**config.mk**
```make
export PLATFORM = sky130hd
export DESIGN_NAME = btn_conditioner
export DESIGN_NICKNAME = d
export VERILOG_FILES = /design/src/rtl/ddr_pkg.sv /design/src/rtl/btn_debounce_ch.sv /design/src/rtl/btn_conditioner.sv
export SDC_FILE = /design/constraint.sdc
export NUM_CORES = 1
export LEC_CHECK = 0
export ABC_AREA = 1
export BUFFER_PORTS_ARGS = -buffer_cell sky130_fd_sc_hd__buf_4
export CAP_MARGIN = 20
export CORE_MARGIN = 5
export CORE_UTILIZATION = 57
export CTS_CLUSTER_SIZE = 10
export DETAILED_ROUTE_END_ITERATION = 6
export GPL_ROUTABILITY_DRIVEN = 0
export PLACE_DENSITY = 0.82
export SLEW_MARGIN = 40
export SYNTH_ARGS = -nofsm -noshare
export SYNTH_HDL_FRONTEND = slang
export SYNTH_HIERARCHICAL = 1
export SYNTH_SLANG_ARGS = --single-unit
```
**constraint.sdc**
```tcl
create_clock -name clk -period 1.6 [get_ports clk]
set_input_delay 0.16 -clock clk [delete_from_list [all_inputs] [get_ports clk]]
set_output_delay 0.16 -clock clk [all_outputs]
set_load 0.02 [all_outputs]
```
**src/rtl/ddr_pkg.sv**
```systemverilog
// ============================================================================
// Module  : ddr_pkg
// Brief   : Button indices and channel FSM state encoding shared by the
//           button conditioner and its per-channel debouncer.
// Rev     : 1.0  initial release
// ============================================================================
`default_nettype none

package ddr_pkg;

  localparam int BTN_U    = 0;
  localparam int BTN_D    = 1;
  localparam int BTN_L    = 2;
  localparam int BTN_R    = 3;
  localparam int BTN_M    = 4;
  localparam int NUM_BTNS = 5;

  typedef enum logic [1:0] {
    ST_IDLE         = 2'd0,
    ST_PRESS_WAIT   = 2'd1,
    ST_HELD         = 2'd2,
    ST_RELEASE_WAIT = 2'd3
  } btn_state_e;

endpackage

`default_nettype wire

```
**src/rtl/btn_debounce_ch.sv**
```systemverilog
// ============================================================================
// Module  : btn_debounce_ch
// Brief   : One push-button channel: 2-flop synchroniser, debounce FSM and
//           registered level/press/release outputs. Optional auto-repeat of
//           the press pulse while held is enabled by BTN_AUTOREPEAT_EN.
// Rev     : 1.0  initial release
// ============================================================================
`default_nettype none

module btn_debounce_ch
  import ddr_pkg::*;
#(
  parameter int DEBOUNCE_CYCLES = 1000000
`ifdef BTN_AUTOREPEAT_EN
  ,
  parameter int REPEAT_DELAY    = 50000000,
  parameter int REPEAT_PERIOD   = 10000000
`endif
) (
  input  logic clk,
  input  logic rst,
  input  logic i_btn,
  output logic o_level,
  output logic o_press,
  output logic o_release
);

  localparam int              CNT_W    = $clog2(DEBOUNCE_CYCLES);
  localparam logic [CNT_W-1:0] CNT_LAST = CNT_W'(DEBOUNCE_CYCLES - 1);
  localparam logic [CNT_W-1:0] CNT_ONE  = CNT_W'(1);

  logic [1:0]       sync_q, sync_d;
  btn_state_e       state_q, state_d;
  logic [CNT_W-1:0] cnt_q, cnt_d;
  logic             level_q, level_d;
  logic             press_q, press_d;
  logic             release_q, release_d;
  logic             sync_s;

`ifdef BTN_AUTOREPEAT_EN
  localparam int RPT_MAX = (REPEAT_DELAY > REPEAT_PERIOD) ? REPEAT_DELAY : REPEAT_PERIOD;
  localparam int RPT_W   = $clog2(RPT_MAX + 1);
  localparam logic [RPT_W-1:0] RPT_DELAY_LD  = RPT_W'(REPEAT_DELAY - 1);
  localparam logic [RPT_W-1:0] RPT_PERIOD_LD = RPT_W'(REPEAT_PERIOD - 1);
  localparam logic [RPT_W-1:0] RPT_ONE       = RPT_W'(1);

  // Down-counter: reaching zero while still held fires the next repeat.
  logic [RPT_W-1:0] rpt_q, rpt_d;
`endif

  assign sync_s = sync_q[1];

  always_comb begin
    sync_d    = {sync_q[0], i_btn};
    state_d   = state_q;
    cnt_d     = cnt_q;
    level_d   = level_q;
    press_d   = 1'b0;
    release_d = 1'b0;
`ifdef BTN_AUTOREPEAT_EN
    rpt_d     = rpt_q;
`endif

    case (state_q)
      ST_IDLE: begin
        if (sync_s) begin
          state_d = ST_PRESS_WAIT;
          cnt_d   = '0;
        end
      end

      ST_PRESS_WAIT: begin
        if (!sync_s) begin
          state_d = ST_IDLE;
        end else if (cnt_q == CNT_LAST) begin
          state_d = ST_HELD;
          level_d = 1'b1;
          press_d = 1'b1;
`ifdef BTN_AUTOREPEAT_EN
          rpt_d   = RPT_DELAY_LD;
`endif
        end else begin
          cnt_d = cnt_q + CNT_ONE;
        end
      end

      ST_HELD: begin
        if (!sync_s) begin
          state_d = ST_RELEASE_WAIT;
          cnt_d   = '0;
`ifdef BTN_AUTOREPEAT_EN
          rpt_d   = '0;
        end else if (rpt_q == '0) begin
          press_d = 1'b1;
          rpt_d   = RPT_PERIOD_LD;
        end else begin
          rpt_d   = rpt_q - RPT_ONE;
`endif
        end
      end

      ST_RELEASE_WAIT: begin
        if (sync_s) begin
          state_d = ST_HELD;
`ifdef BTN_AUTOREPEAT_EN
          rpt_d   = RPT_DELAY_LD;
`endif
        end else if (cnt_q == CNT_LAST) begin
          state_d   = ST_IDLE;
          level_d   = 1'b0;
          release_d = 1'b1;
        end else begin
          cnt_d = cnt_q + CNT_ONE;
        end
      end

      default: state_d = ST_IDLE;
    endcase
  end

  always_ff @(posedge clk) begin
    if (rst) begin
      sync_q    <= '0;
      state_q   <= ST_IDLE;
      cnt_q     <= '0;
      level_q   <= 1'b0;
      press_q   <= 1'b0;
      release_q <= 1'b0;
`ifdef BTN_AUTOREPEAT_EN
      rpt_q     <= '0;
`endif
    end else begin
      sync_q    <= sync_d;
      state_q   <= state_d;
      cnt_q     <= cnt_d;
      level_q   <= level_d;
      press_q   <= press_d;
      release_q <= release_d;
`ifdef BTN_AUTOREPEAT_EN
      rpt_q     <= rpt_d;
`endif
    end
  end

  assign o_level   = level_q;
  assign o_press   = press_q;
  assign o_release = release_q;

endmodule

`default_nettype wire

```
**src/rtl/btn_conditioner.sv**
```systemverilog
// ============================================================================
// Module  : btn_conditioner
// Brief   : Five-button front end: per-button synchronise, debounce and
//           press/release pulse generation. BTN_AUTOREPEAT_EN adds auto-repeat.
// Rev     : 1.0  initial release
// ============================================================================
`default_nettype none

module btn_conditioner
  import ddr_pkg::*;
#(
  parameter int DEBOUNCE_CYCLES = 1000000,
  parameter int REPEAT_DELAY    = 50000000,
  parameter int REPEAT_PERIOD   = 10000000
) (
  input  logic                clk,
  input  logic                rst,
  input  logic                BtnU,
  input  logic                BtnD,
  input  logic                BtnL,
  input  logic                BtnR,
  input  logic                BtnM,
  output logic [NUM_BTNS-1:0] btn_level,
  output logic [NUM_BTNS-1:0] btn_press,
  output logic [NUM_BTNS-1:0] btn_release
);

  logic [NUM_BTNS-1:0] btn_raw;

  always_comb begin
    btn_raw        = '0;
    btn_raw[BTN_U] = BtnU;
    btn_raw[BTN_D] = BtnD;
    btn_raw[BTN_L] = BtnL;
    btn_raw[BTN_R] = BtnR;
    btn_raw[BTN_M] = BtnM;
  end

  if (DEBOUNCE_CYCLES < 2 || REPEAT_DELAY < 1 || REPEAT_PERIOD < 1) begin : g_bad_cfg
    $error("btn_conditioner: DEBOUNCE_CYCLES must be >= 2 and repeat timings >= 1");
  end

  for (genvar i = 0; i < NUM_BTNS; i++) begin : g_ch
    btn_debounce_ch #(
      .DEBOUNCE_CYCLES (DEBOUNCE_CYCLES)
`ifdef BTN_AUTOREPEAT_EN
      ,
      .REPEAT_DELAY    (REPEAT_DELAY),
      .REPEAT_PERIOD   (REPEAT_PERIOD)
`endif
    ) u_ch (
      .clk       (clk),
      .rst       (rst),
      .i_btn     (btn_raw[i]),
      .o_level   (btn_level[i]),
      .o_press   (btn_press[i]),
      .o_release (btn_release[i])
    );
  end

endmodule

`default_nettype wire

```
==> metrics.cfg <==
[setup_path]
cp_data_arrival_time_ps=1980
crit_chain=ha_4 > nand2_4 > nor2_4 > nand3_2 > nor2_4 > nand2_4 > nand2_8 > clkbuf_16 > nand2_2 > a21oi_2
worstPathRequired_ps=1950
startpoint=g_ch[4].u_ch/cnt_q[1]
endpoint_kind=flop
cp_max_fo=6
cpPeakStageDelay_ps=350
reg2reg_from=g_ch[4].u_ch/cnt_q[1]
critical_path.slowest_cell=dfxtp_2
criticalPathCategory=flop to flop
startpoint_type=flop

[sta]
maxSlewViolCount=0
fin_crit_sh_pct=102.0
hold_violations=0
slew-limit-headroom_pct=72.63
fmax_mhz=613.0
worst_slack_ps=-31.34
worstMarginPinSlew_ps=410.6
min_period_ps=1631
rsz0062_at_grt=true
setup_tns_ps=-59.29
fin_worst_skew_ps=5.195
setup_viol=5

[synthesis]
synth-async-reset-ratio_pct=0
syn-cell-area_um2=7776
synthMuxAreaShare_pct=0
avgSynthCellArea_um2=6.271
yosysSeqAreaShare_pct=34.75
synth_edf_count=0
synth-seq-cells=135
synth_nets=1252
synth_fa_ha_area_share_pct=0.8045
postSynthCellCount=1240
synth_top_family_by_area=simple AND/OR/NAND/NOR gates
synth_top_cell_area_share_pct=34.75
synthTopCellsByArea=dfxtp_1, nand2_1, inv_1, nor2_1, nand3_1
synthDistinctLibCells=27
yosysTopAreaCell=dfxtp_1
synthXorXnorAreaFrac_pct=2.253
synth_compound_area_share_pct=8.447
yosys.area_share.simple_pct=43.60
yosys_warnings=6
ys.flop_type=dfxtp_1

[clocking]
cts_max_level=4
cts_root_buf=clkbuf_16
cts_sinks=135
cts_buffers=17
insertion_delay_ps=420
cts_tree=yes
clk_pin_slew_ps=60
cts.path.max_buffers=2

[routing]
dr.pass1.iters=6
initialDrtViolationCount=663
num_vias=8308
wl_um=20600
ant_nets=0
viasPerCell=5.353
drcViolationCount=0
wire_per_inst_um=13.27

[die]
fp.dieH_um=126.8
die_w_um=126.8
coreArea_um2=13300
rows=42
io_pins=22
fp.dieArea_um2=16080
start_util_pct=58.49

[final_layout]
finish.utilization_pct=75.49
layout_commonest_cell=nand2_1
fin_area_um2=10040
drive_above_1_share_pct=22.97
area.growth.synth_to_final_pct=29.07
n_fill_cell=938
nets=1376
layout_common_cells=nand2_1, inv_1, nor2_1
diodes=0
final_cells=1552

[run_status]
status=complete, but fails checks
violations=negative setup slack

[pwr]
irDropWorstVdd_uv=779.3
p_leak_nw=4.319
p_per_area_nw_per_um2=759.4

[global_routing]
grt_pass1_vias=7311
grt_max_degree=31
grt_pass1_wl_um=32170
antenna_found_initial=0
grt_usage_pct=23.71
gr-total-overflow=0

[placement]
port_buffers=21
place_inst=1482
post-dp-hpwl_um=12880
place_area_um2=8542

[worst_hold_path]
hold_class=input port to flop
hold_start=rst

[flow_run]
drv_cap=0

-- cells in the mapped netlist, types with 10 or more instances --
library cell and count:
nor2_1 155, xor2_1 10, dfxtp_1 135, nand2_1 410, nand4_1 15, nand2_4 10, nand2_2 25, buf_6 10
o21ai_0 30, xnor2_1 10, nand3_1 105, nor2_2 20, o21bai_1 10, nor2_4 10, a21oi_1 55, o21ai_1 15
inv_1 165
-- power by group --
group / internal [mW] / switching [mW] / total, mW
Sequential: 3.37 / 0.0133 / 3.38
Clock: 2.51 / 1.41 / 3.92
Combinational: 0.115 / 0.200 / 0.315
-- repair_timing --
| item | in CTS | in global routing |
|---|---|---|
| hold buffers | 5 | 0 |
| endpoints found under the hold margin | 5 | 0 |
| cloned | 0 | 6 |
| endpoints found under the setup margin | 56 | 108 |
| pin swaps | 6 | 52 |
| buffers inserted | 11 | 17 |
| resized for setup | 19 | 128 |
-- per-stage QoR --
stage          power [mW]  hold WS [ps]  setup WS [ps]
6_report            7.622         157.9         -31.34
5_1_grt             7.883         160.1         -92.90
4_1_cts             7.631         133.3        -0.6437
3_5_place_dp        3.704         368.6         -61.12
3_3_place_gp        3.701         360.0          5.842
2_1_floorplan       3.609         229.1          116.0
-- flip-flops by register name, indices dropped and copies added, names as in the netlist, named ones only --
signal / cells
g_ch.u_ch/cnt_q: 100
g_ch.u_ch/state_q: 5
g_ch.u_ch/sync_q: 10
g_ch.u_ch/o_level: 5
g_ch.u_ch/o_press: 5
g_ch.u_ch/o_release: 5
-- layout make-up --
| type | instances | area [um^2] | share of cell area [%] |
|---|---|---|---|
| clock buffers | 22 | 464.2 | 4.625 |
| clock inverters | 9 | 125.1 | 1.247 |
| inverters | 170 | 645.6 | 6.432 |
| multi-input cells | 915 | 4717 | 47.00 |
| flip-flops and latches | 135 | 2741 | 27.31 |
| well taps | 176 | 220.2 | 2.194 |
| repair buffers | 125 | 1124 | 11.19 |
-- layer usage --
layer	routed length, um	track usage (%)	up-vias
li1	-	-	4111
met5	0	0	-
met4	492	8.707	0
met3	1514	4.876	55
met1	8581	30.76	3774
met2	10010	39.07	368
-- kinds of logic after synthesis --
kind of cell             count (synthesis)
AND/OR/NAND/NOR                        770
AO/OA/AOI/OAI                          120
XOR/XNOR                                20
flip-flops                             135
adder cells (fa/ha/maj)                  5
buffers and inverters                  190
-- final timing paths --
kind | to | cells past startpoint | slack [ps]
setup reg to reg | g_ch[4].u_ch/cnt_q[3] | 10 | -30
setup / recovery | g_ch[4].u_ch/cnt_q[3] | 10 | -30
hold / removal | g_ch[2].u_ch/sync_q[0] | 2 | 160
hold reg to reg | g_ch[0].u_ch/sync_q[1] | 2 | 400
-- critical path: cells and delay by family, from the launching register on --
kind            cells  cell delay [ps]
compound gates      1              130
flops               1              350
fa+ha+maj           1              150
simple gates        7              770
buf+inv             1              160
Note: power is estimated with default switching activity, not from simulation.
